$ cat src/rtl/cim_wbank_loader_pkg.sv
// Shared types, default sizes and index helpers for the CIM weight-bank loader.
// Optional readback port is enabled with `define CIM_WBANK_RDBK_EN.
package cim_pkg;

  typedef enum logic [1:0] {IDLE, LOAD, DONE} state_t;

  localparam int DEF_NUM_BANKS = 2;
  localparam int DEF_ROWS      = 8;
  localparam int DEF_COL_W     = 12;
  localparam int DEF_DATA_W    = 2 * DEF_COL_W;

  // Width of an index into n items; never collapses to zero bits.
  function automatic int ptr_w(input int n);
    return (n > 1) ? $clog2(n) : 1;
  endfunction

  localparam int DEF_BANK_W = ptr_w(DEF_NUM_BANKS);
  localparam int DEF_ROW_W  = ptr_w(DEF_ROWS);
  localparam int DEF_LEN_W  = $clog2(DEF_ROWS) + 1;

  // LSB of bank/row field on the flat wb_a/wb_b buses.
  function automatic int bus_idx(input int bank, input int row, input int rows, input int col_w);
    return (bank * rows + row) * col_w;
  endfunction

endpackage

$ cat src/rtl/cim_wbank_loader_if.sv
// Burst-command plus valid/ready data stream between the weight DMA and the loader.
interface cim_wbank_loader_if
  import cim_pkg::*;
#(
  parameter int BANK_W = DEF_BANK_W,
  parameter int ROW_W  = DEF_ROW_W,
  parameter int LEN_W  = DEF_LEN_W,
  parameter int DATA_W = DEF_DATA_W
);
  logic              cmd_valid;
  logic              cmd_ready;
  logic [BANK_W-1:0] cmd_bank;
  logic [ROW_W-1:0]  cmd_row;
  logic [LEN_W-1:0]  cmd_len;
  logic              d_valid;
  logic              d_ready;
  logic [DATA_W-1:0] d_data;

  modport master (
    output cmd_valid, cmd_bank, cmd_row, cmd_len, d_valid, d_data,
    input  cmd_ready, d_ready
  );

  modport slave (
    input  cmd_valid, cmd_bank, cmd_row, cmd_len, d_valid, d_data,
    output cmd_ready, d_ready
  );
endinterface

$ cat src/rtl/cim_wbank_loader_row_reg.sv
// One weight row: {b, a} fields held inverted, erased (all ones) on reset or clear.
module cim_row_reg #(
  parameter int COL_W = 12
) (
  input  logic               clk,
  input  logic               rst_n,
  input  logic               i_we,
  input  logic               i_clr,
  input  logic [2*COL_W-1:0] i_data,
  output logic [COL_W-1:0]   o_a,
  output logic [COL_W-1:0]   o_b
);

  logic [2*COL_W-1:0] r_row;

  // NOTE: this storage carries an async reset because the erased value is
  // architecturally visible after reset; plain RAM arrays would not be reset.
  always_ff @(posedge clk or negedge rst_n) begin
    if (!rst_n)     r_row <= '1;
    else if (i_clr) r_row <= '1;
    else if (i_we)  r_row <= ~i_data;
  end

  assign o_a = r_row[COL_W-1:0];
  assign o_b = r_row[2*COL_W-1:COL_W];

endmodule

$ cat src/rtl/cim_wbank_loader.sv
// Clocked NUM_BANKS x ROWS weight store fed by burst command + data stream.
// Define CIM_WBANK_RDBK_EN to add a registered readback port.
module cim_wbank_loader
  import cim_pkg::*;
#(
  parameter int NUM_BANKS = 2,
  parameter int ROWS      = 8,
  parameter int COL_W     = 12
) (
  input  logic                         clk,
  input  logic                         rst_n,
  cim_wbank_loader_if.slave            bus,
  input  logic                         clr,
  output logic [NUM_BANKS*ROWS*COL_W-1:0] wb_a,
  output logic [NUM_BANKS*ROWS*COL_W-1:0] wb_b,
  output logic                         busy,
  output logic                         done,
  output logic                         err
`ifdef CIM_WBANK_RDBK_EN
  ,
  input  logic                         rd_en,
  input  logic [ptr_w(NUM_BANKS)-1:0]  rd_bank,
  input  logic [ptr_w(ROWS)-1:0]       rd_row,
  output logic [2*COL_W-1:0]           rd_data
`endif
);

  localparam int DATA_W = 2 * COL_W;
  localparam int BANK_W = ptr_w(NUM_BANKS);
  localparam int ROW_W  = ptr_w(ROWS);
  localparam int LEN_W  = $clog2(ROWS) + 1;

  state_t            r_state;
  logic [ROW_W-1:0]  r_ptr;
  logic [LEN_W-1:0]  r_rem;
  logic [BANK_W-1:0] r_bank;
  logic              r_cmd_ready, r_d_ready, r_busy, r_done, r_err;

  logic w_beat, w_cmd_bad, w_clr_all;
  logic [ROW_W-1:0] w_ptr_next;

  assign w_beat     = r_d_ready && bus.d_valid;
  assign w_clr_all  = (r_state == IDLE) && clr;
  assign w_cmd_bad  = (bus.cmd_len == '0) || (int'(bus.cmd_len) > ROWS) ||
                      (int'(bus.cmd_bank) >= NUM_BANKS);
  assign w_ptr_next = (r_ptr == ROW_W'(ROWS - 1)) ? '0 : r_ptr + 1'b1;

  // NOTE: all FSM state and outputs use non-blocking assignments so every
  // register samples pre-edge values, independent of statement order.
  always_ff @(posedge clk or negedge rst_n) begin
    if (!rst_n) begin
      r_state     <= IDLE;
      r_ptr       <= '0;
      r_rem       <= '0;
      r_bank      <= '0;
      r_cmd_ready <= 1'b1;
      r_d_ready   <= 1'b0;
      r_busy      <= 1'b0;
      r_done      <= 1'b0;
      r_err       <= 1'b0;
    end else begin
      r_done <= 1'b0;
      r_err  <= 1'b0;
      unique case (r_state)
        IDLE: begin
          // clr takes priority; a simultaneous command is left for a retry.
          if (!clr && bus.cmd_valid) begin
            if (w_cmd_bad) begin
              r_err <= 1'b1;
            end else begin
              r_ptr       <= bus.cmd_row;
              r_rem       <= bus.cmd_len;
              r_bank      <= bus.cmd_bank;
              r_state     <= LOAD;
              r_cmd_ready <= 1'b0;
              r_d_ready   <= 1'b1;
              r_busy      <= 1'b1;
            end
          end
        end
        LOAD: begin
          if (clr) r_err <= 1'b1;
          if (w_beat) begin
            r_ptr <= w_ptr_next;
            r_rem <= r_rem - 1'b1;
            if (r_rem == LEN_W'(1)) begin
              r_state   <= DONE;
              r_d_ready <= 1'b0;
              r_done    <= 1'b1;
            end
          end
        end
        DONE: begin
          if (clr) r_err <= 1'b1;
          r_state     <= IDLE;
          r_cmd_ready <= 1'b1;
          r_busy      <= 1'b0;
        end
        default: r_state <= IDLE;
      endcase
    end
  end

  assign bus.cmd_ready = r_cmd_ready;
  assign bus.d_ready   = r_d_ready;
  assign busy          = r_busy;
  assign done          = r_done;
  assign err           = r_err;

`ifdef CIM_WBANK_RDBK_EN
  logic [DATA_W-1:0] w_rows [NUM_BANKS*ROWS];
`endif

  for (genvar k = 0; k < NUM_BANKS; k++) begin : g_bank
    for (genvar r = 0; r < ROWS; r++) begin : g_row
      logic [COL_W-1:0] w_a, w_b;
      logic             w_we;

      assign w_we = w_beat && (r_bank == BANK_W'(k)) && (r_ptr == ROW_W'(r));

      cim_row_reg #(.COL_W(COL_W)) u_row (
        .clk    (clk),
        .rst_n  (rst_n),
        .i_we   (w_we),
        .i_clr  (w_clr_all),
        .i_data (bus.d_data),
        .o_a    (w_a),
        .o_b    (w_b)
      );

      assign wb_a[bus_idx(k, r, ROWS, COL_W) +: COL_W] = w_a;
      assign wb_b[bus_idx(k, r, ROWS, COL_W) +: COL_W] = w_b;
`ifdef CIM_WBANK_RDBK_EN
      assign w_rows[k*ROWS+r] = {w_b, w_a};
`endif
    end
  end

`ifdef CIM_WBANK_RDBK_EN
  logic [DATA_W-1:0] r_rd_data;

  // Reads see pre-edge storage, so a same-cycle write returns the old word.
  always_ff @(posedge clk or negedge rst_n) begin
    if (!rst_n)     r_rd_data <= '0;
    else if (rd_en) r_rd_data <= ~w_rows[int'(rd_bank)*ROWS + int'(rd_row)];
  end

  assign rd_data = r_rd_data;
`endif

endmodule

$ cat src/flat_wrapper.sv
// flat-port wrapper written by rule: the top's interface ports become plain ports
module cim_wbank_loader_flat import cim_pkg::*;
#(
  parameter int NUM_BANKS = 2,
  parameter int ROWS      = 8,
  parameter int COL_W     = 12
)
  (clk, rst_n, clr, wb_a, wb_b, busy, done, err, bus_cmd_valid, bus_cmd_bank, bus_cmd_row, bus_cmd_len, bus_d_valid, bus_d_data, bus_cmd_ready, bus_d_ready);
  cim_wbank_loader_if #(.BANK_W(1), .ROW_W(3), .LEN_W(4), .DATA_W(24)) bus_i ();
  input  logic clk;
  input  logic rst_n;
  input  logic clr;
  output logic [NUM_BANKS*ROWS*COL_W-1:0] wb_a;
  output logic [NUM_BANKS*ROWS*COL_W-1:0] wb_b;
  output logic busy;
  output logic done;
  output logic err;
  input wire logic [$bits(bus_i.cmd_valid)-1:0] bus_cmd_valid;
  input wire logic [$bits(bus_i.cmd_bank)-1:0] bus_cmd_bank;
  input wire logic [$bits(bus_i.cmd_row)-1:0] bus_cmd_row;
  input wire logic [$bits(bus_i.cmd_len)-1:0] bus_cmd_len;
  input wire logic [$bits(bus_i.d_valid)-1:0] bus_d_valid;
  input wire logic [$bits(bus_i.d_data)-1:0] bus_d_data;
  output wire logic [$bits(bus_i.cmd_ready)-1:0] bus_cmd_ready;
  output wire logic [$bits(bus_i.d_ready)-1:0] bus_d_ready;
  assign bus_i.cmd_valid = bus_cmd_valid;
  assign bus_i.cmd_bank = bus_cmd_bank;
  assign bus_i.cmd_row = bus_cmd_row;
  assign bus_i.cmd_len = bus_cmd_len;
  assign bus_i.d_valid = bus_d_valid;
  assign bus_i.d_data = bus_d_data;
  assign bus_cmd_ready = bus_i.cmd_ready;
  assign bus_d_ready = bus_i.d_ready;
  cim_wbank_loader #(.NUM_BANKS(NUM_BANKS), .ROWS(ROWS), .COL_W(COL_W)) u_core (.clk(clk), .rst_n(rst_n), .bus(bus_i), .clr(clr), .wb_a(wb_a), .wb_b(wb_b), .busy(busy), .done(done), .err(err));
endmodule
$ cat config.mk
export PLATFORM = sky130hd
export DESIGN_NAME = cim_wbank_loader_flat
export DESIGN_NICKNAME = d
export VERILOG_FILES = /design/src/rtl/cim_wbank_loader_pkg.sv /design/src/rtl/cim_wbank_loader_if.sv /design/src/rtl/cim_wbank_loader_row_reg.sv /design/src/rtl/cim_wbank_loader.sv /design/src/flat_wrapper.sv
export SDC_FILE = /design/constraint.sdc
export NUM_CORES = 1
export LEC_CHECK = 0
export BUFFER_PORTS_ARGS = -buffer_cell sky130_fd_sc_hd__buf_4
export CAP_MARGIN = 30
export CORE_AREA = 2 2 188 190
export DETAILED_ROUTE_END_ITERATION = 10
export DIE_AREA = 0 0 190 192
export PLACE_DENSITY = 0.76
export SLEW_MARGIN = 0
export SYNTH_ARGS = -nofsm -noshare
export SYNTH_HDL_FRONTEND = slang
export SYNTH_SLANG_ARGS = --single-unit
export TNS_END_PERCENT = 50
$ cat constraint.sdc
create_clock -name clk -period 2 [get_ports clk]
set_clock_uncertainty 0.1 [all_clocks]
set_input_delay 0 -clock clk [delete_from_list [all_inputs] [get_ports clk]]
set_output_delay 0 -clock clk [all_outputs]
set_load 0.01 [all_outputs]
-- Word-level counts from Yosys, hierarchy flattened
Cells that the tools add are included.
- $add $sub $neg: 2
- multiply operators: 0
- div/mod/pow operators: 0
- order comparisons: 1
- eq/ne operators: 14
- shift-type cells: 0
- multiplexer cells: 62
- bitwise logic cells: 3
- reduce and logical (&&, ||, !) cells: 50
- operators by type and width (kind ; number):
    24-bit 2-to-1 mux ; 32
    2-bit nonzero test ; 18
    24-bit NOT ; 1
    1-bit logical AND ; 21
    3-bit == test, second input constant ; 4
    1-bit 2-to-1 mux ; 12
    3-bit 2-to-1 mux ; 4
    4-bit 2-to-1 mux ; 3
    2-bit 2-to-1 mux ; 4
    1-bit case mux with 2 select lines ; 4
    4-bit case mux with 2 select lines ; 1
    4-bit AND reduction ; 2
    3-bit by 2-bit == test with 1-bit output, second input constant ; 2
    3-bit case mux with 2 select lines ; 1
    3-bit AND reduction ; 2
    5-bit AND reduction ; 1
    4-bit by 1-bit == test with 1-bit output, second input constant ; 1
    4-bit > comparator, second input constant ; 1
    4-bit logical NOT ; 1
    2-bit by 1-bit inequality test with 1-bit output, second input constant ; 2
    2-bit inequality test, second input constant ; 2
    2-bit case mux with 2 select lines ; 1
    4-bit by 1-bit subtractor with 4-bit output, second input constant ; 1
    3-bit by 1-bit adder with 3-bit output, second input constant ; 1
    9 further kinds ; 10
- bits in registers: 399
- latch bits: 0
- RAM bits: 0
- bits in read-only memories: 0
- bits of input ports: 37
- output and inout bits: 389
- logic and storage cells: 157
- memories: 0

-- Logic depth before layout (Yosys ltp)
- depth in word-level cells: 5
- mapped depth: 8
- mapped depth without buffers: 6

-- Cells and area by module
A second synthesis with hierarchy kept.
- cell total of the unflattened synthesis: 1781
- area total of the unflattened synthesis: 19183.4 sq um
- by module, submodules not included (module ; times used ; cells an instance ; area each (sq um) ; seq. area each (sq um)):
    cim_row_reg ; 16 ; 103 ; 1124.8 ; 630.6
    cim_wbank_loader ; 1 ; 133 ; 1186.1 ; 376.6

-- Worst setup path after synthesis
Ideal clock, no wire load.
- path kind: reg-to-reg
- start: register u_core.r_state[0]
- end: register u_core.r_state[1]
- data arrival time: 1.616 ns
- slack: 0.157 ns
- stages on the path, launching flop included: 8
- buffers on the path: 2
- clock period less this slack: 1.843 ns
- path through: dfrtp_1 inv_1 ha_1 buf_2 clkbuf_1 o21ai_1 nand2_1 mux2_1
- cells in the longest elaborated chain, start to end: 3
- elaborated cells between the ends (all ways): 8
- classes of those cells: eq/ne: 5; mux: 1; reduce/logical: 2
- ends and longest elaborated chain (element ; RTL line ; source):
    start, declared ; cim_wbank_loader.sv:33 ; state_t r_state;
    start signal, assigned ; cim_wbank_loader.sv:52 ; r_state <= IDLE;
    start signal, assigned ; cim_wbank_loader.sv:74 ; r_state <= LOAD;
    start signal, assigned ; cim_wbank_loader.sv:87 ; r_state <= DONE;
    2-bit by 1-bit == test with 1-bit output / 2-bit logical NOT (equally long branches) ; cim_wbank_loader.sv:64 ; unique case (r_state)
    2-bit by 1-bit inequality test with 1-bit output (no source line) / 2-bit inequality test (equally long branches) ; -- ;
    4-bit AND reduction (no source line) ; -- ;
Parallel ways exist; a longest one is shown, timed or not.
A chain may end at the register's enable or synchronous reset.

-- Worst setup path after layout
- start: register u_core.r_rem[1]
- end: register u_core.r_state[1]
- cells in the longest elaborated chain, start to end: 3
- ends and longest elaborated chain (element ; RTL line ; source):
    start, declared ; cim_wbank_loader.sv:35 ; logic [LEN_W-1:0] r_rem;
    start signal, assigned ; cim_wbank_loader.sv:72 ; r_rem <= bus.cmd_len;
    start signal, assigned ; cim_wbank_loader.sv:85 ; r_rem <= r_rem - 1'b1;
    4-bit by 1-bit == test with 1-bit output ; cim_wbank_loader.sv:86 ; if (r_rem == LEN_W'(1)) begin
    2-bit by 1-bit inequality test with 1-bit output (no source line) ; -- ;
    4-bit AND reduction (no source line) ; -- ;
    end signal, assigned ; cim_wbank_loader.sv:87 ;
    end signal, assigned ; cim_wbank_loader.sv:95 ; r_state <= IDLE;
    end signal, assigned ; cim_wbank_loader.sv:99 ; default: r_state <= IDLE;
Every way passes these cells.

==> flow_metrics.py <==
metrics = {
    "run_status": {
        "status": "finished, final reports clean",
    },
    "die": {
        "initial_core_util_pct": 47.58,
        "dieArea_um2": 36480,
        "core_area_um2": 34290,
        "std_cell_rows": 68,
        "ios": 426,
        "die_y_um": 192,
        "fp.dieW_um": 190,
    },
    "pwr": {
        "p_per_area_nw_per_um2": 1822,
        "p_comb_share_pct": 40.3,
        "p_int_w": 0.02587,
        "p_sw_share_pct": 34.81,
        "p_leak_nw": 10.48,
        "vdd_drop_max_uv": 1096,
        "switchingPower_w": 0.01381,
        "power.share.clock_pct": 18.2,
        "seq_power_share_pct": 41.5,
    },
    "timing": {
        "tightest_slew_ns": 0.6256,
        "rsz0062_at_grt": "false",
        "holdWs_ns": 0.1648,
        "max_freq_mhz": 519.6,
        "fin_setup_tns_ns": 0,
        "setup_viol": 0,
        "finalHoldViolCount": 0,
        "setup_ws_ns": 0.07558,
        "relSlewSlack_pct": 58.29,
        "fin_crit_sh_pct": 96.22,
        "finalCriticalPeriod_ns": 1.924,
        "slew_violations": 0,
    },
    "global_routing": {
        "grt_max_degree": 68,
        "grt_pass1_wl_um": 78320,
        "antenna_found_initial": 0,
        "grt_pass1_vias": 12970,
        "grt_usage_pct": 28.34,
        "grt-ovfl-total": 0,
    },
    "logic_synthesis": {
        "synth_top_area_cell": "dfstp_2",
        "synth_seq_area_share_pct": 64.15,
        "synth_ff_type": "dfstp_2",
        "synth_area_leaders": "dfstp_2 (62%), o211ai_1 (18%), nand2_1 (9.2%), clkbuf_1 (2.6%), dfrtp_1 (2.1%)",
        "yosysTopAreaCellShare_pct": 62.00,
        "syn-num-nets": 1510,
        "synth_common_cells": "nand2_1 (402), dfstp_2 (385), o211ai_1 (384)",
        "synth_async_sr_flop_share_pct": 100.0,
        "yosysWarnings": 0,
        "synth_seq_cells": 399,
        "ys_types": 41,
        "postSynthCellCount": 1460,
        "yosysMostFrequentCell": "nand2_1",
        "synth_edf_count": 0,
        "syn_area_um2": 16320,
        "syn_avg_cell_area_um2": 11.18,
    },
    "place": {
        "gp_congestion": 0.8766,
        "place_ws_ns": 0.04391,
        "hpwl_um": 34410,
        "place_area_um2": 20150,
        "io_buffer_count": 425,
    },
    "cells_and_area": {
        "design_area_um2": 21780,
        "multi_input_area_um2": 5130,
        "finish.utilization_pct": 63.52,
        "antenna_cells": 0,
        "nFillCells": 2609,
        "drive_above_1_share_pct": 50.45,
        "ff_latch_area_um2": 10470,
        "layout.nets": 1892,
        "syn2layout_area_growth_pct": 33.48,
    },
    "worst_hold_path": {
        "hold_class": "in2reg",
        "hold_path_depth": 3,
    },
    "worst_setup_path": {
        "cp-start-kind": "flip-flop",
        "ff2ff_setup_slack_ns": 0.08,
        "r2r_cells": 6,
        "worstPathArrival_ns": 2.25,
        "critical_path_class": "reg2reg",
        "cp_slowest_cell": "dfrtp_1",
        "slowest_delay_ns": 0.37,
        "worstSetupEndpointType": "flip-flop",
        "cp_data_required_time_ns": 2.33,
        "path_cells": "inv_1 > ha_1 > or3b_1 > a221oi_2 > nand2_1 > mux2_1",
        "cp_max_fo": 3,
    },
    "detailed_routing": {
        "dr.pass1.iters": 7,
        "first_iter_violations": 903,
        "drc": 0,
        "vias_per_cell": 5.722,
        "drt.antenna.violating_nets": 0,
        "num_vias": 13310,
        "wirelength_um": 53010,
        "detail_route.wl_per_cell_um": 22.79,
    },
    "clock_tree": {
        "clock_latency_ns": 0.54,
        "clock_sinks": 399,
        "cts.path.max_buffers": 3,
        "htreeDepth": 2,
        "numCtsBuffers": 41,
        "cts.clk_slew.worst_paths_ns": 0.06,
        "cts-root-buf": "clkbuf_16",
        "cts_tree": "done",
    },
    "job": {
        "maxCapViolCount": 0,
    },
}
[worst paths after layout]
kind	start	end
max	u_core.r_rem[1]	u_core.r_state[1]
min	bus_cmd_bank	u_core.r_bank
max reg2reg	u_core.r_rem[1]	u_core.r_state[1]
min reg2reg	u_core.g_bank[0].g_row[2].u_row.r_row[4]	u_core.g_bank[0].g_row[2].u_row.r_row[4]
max in group asynchronous	rst_n	u_core.g_bank[1].g_row[4].u_row.r_row[17]
min in group asynchronous	rst_n	u_core.g_bank[1].g_row[7].u_row.r_row[7]
[per-layer routing]
metal	vias to the layer above	part of all wire (%)	global-route usage [%]
li1	5921	-	-
met2	677	46	45.03
met5	-	0	0
met3	122	10	7.857
met4	0	3.8	11.03
met1	6590	40	37.01
[area by class of cell]
class / count / area share (%)
well taps: 455 / 2.614
repair buffers: 517 / 19.83
multi-input cells: 872 / 23.56
clock inverters: 11 / 0.3734
flip-flops and latches: 399 / 48.06
clock buffers: 61 / 5.377
inverters: 11 / 0.1896
[worst max-delay path: cells and delay by family (launching register included)]
kind / cells / cell delay, ns
simple gates: 2 / 0.46
flops: 1 / 0.37
mux: 1 / 0.33
compound gates: 1 / 0.28
fa+ha+maj: 1 / 0.17
buf+inv: 1 / 0.10
[metrics by stage]
stage	total power, W	cells
after floorplan	0.02390	1460
after global placement	0.03176	2217
after detailed placement	0.03240	2217
after CTS	0.03980	2326
after global routing	0.04191	2326
final	0.03969	2326
[logic make-up (layout without fill, tap and decap cells)]
| group | Yosys count | count (layout) | share of synthesized area (%) |
|---|---|---|---|
| DFF | 399 | 399 | 64.15 |
| adders and majority gates | 13 | 13 | 0.9970 |
| AOI/OAI and AO/OA | 410 | 410 | 18.84 |
| and+or+nand+nor | 438 | 438 | 10.54 |
| muxes | 11 | 11 | 0.6902 |
| buffers and inverters | 189 | 600 | 4.778 |
[registers in the layout, indices dropped and copies added (netlist names)]
register,cells
u_core.busy,1
u_core.r_bank,1
u_core.r_rem,4
u_core.err,1
u_core.bus.d_ready,1
u_core.bus.cmd_ready,1
u_core.r_state,2
u_core.r_ptr,3
u_core.done,1
u_core.g_bank.g_row.u_row.r_row,384
[what timing repair did]
item                                    4_1_cts  5_1_grt
endpoints found under the setup margin        0        8
hold buffers                                 37        0
resized for setup                             0        2
buffers inserted                              0        0
endpoints found under the hold margin       558        0
[power groups by stage]
stage / Clock (W) / Combinational [W] / Sequential, W
6_report: 0.00720 / 0.0160 / 0.0165
5_1_grt: 0.00768 / 0.0173 / 0.0169
4_1_cts: 0.00732 / 0.0160 / 0.0164
3_5_place_dp: 0 / 0.0160 / 0.0164
3_3_place_gp: 0 / 0.0154 / 0.0163
2_1_floorplan: 0 / 0.00601 / 0.0179
[cells in the final DEF, fill, tap and decap left out, types with 6 or more instances in the layout]
cell type and instances:
clkbuf_8 7, a21oi_1 6, nor2b_1 6, dfrtp_1 14, dlygate4sd3_1 37, nand3_2 6, clkbuf_16 41, mux2i_1 9
nand2_1 395, inv_1 10, o211ai_1 384, buf_4 452, clkbuf_1 13, nor2_1 11, dfstp_2 385, nand2_2 6
buf_12 27, ha_1 12, clkinv_2 8
Note: power is estimated with default switching activity, not from simulation.
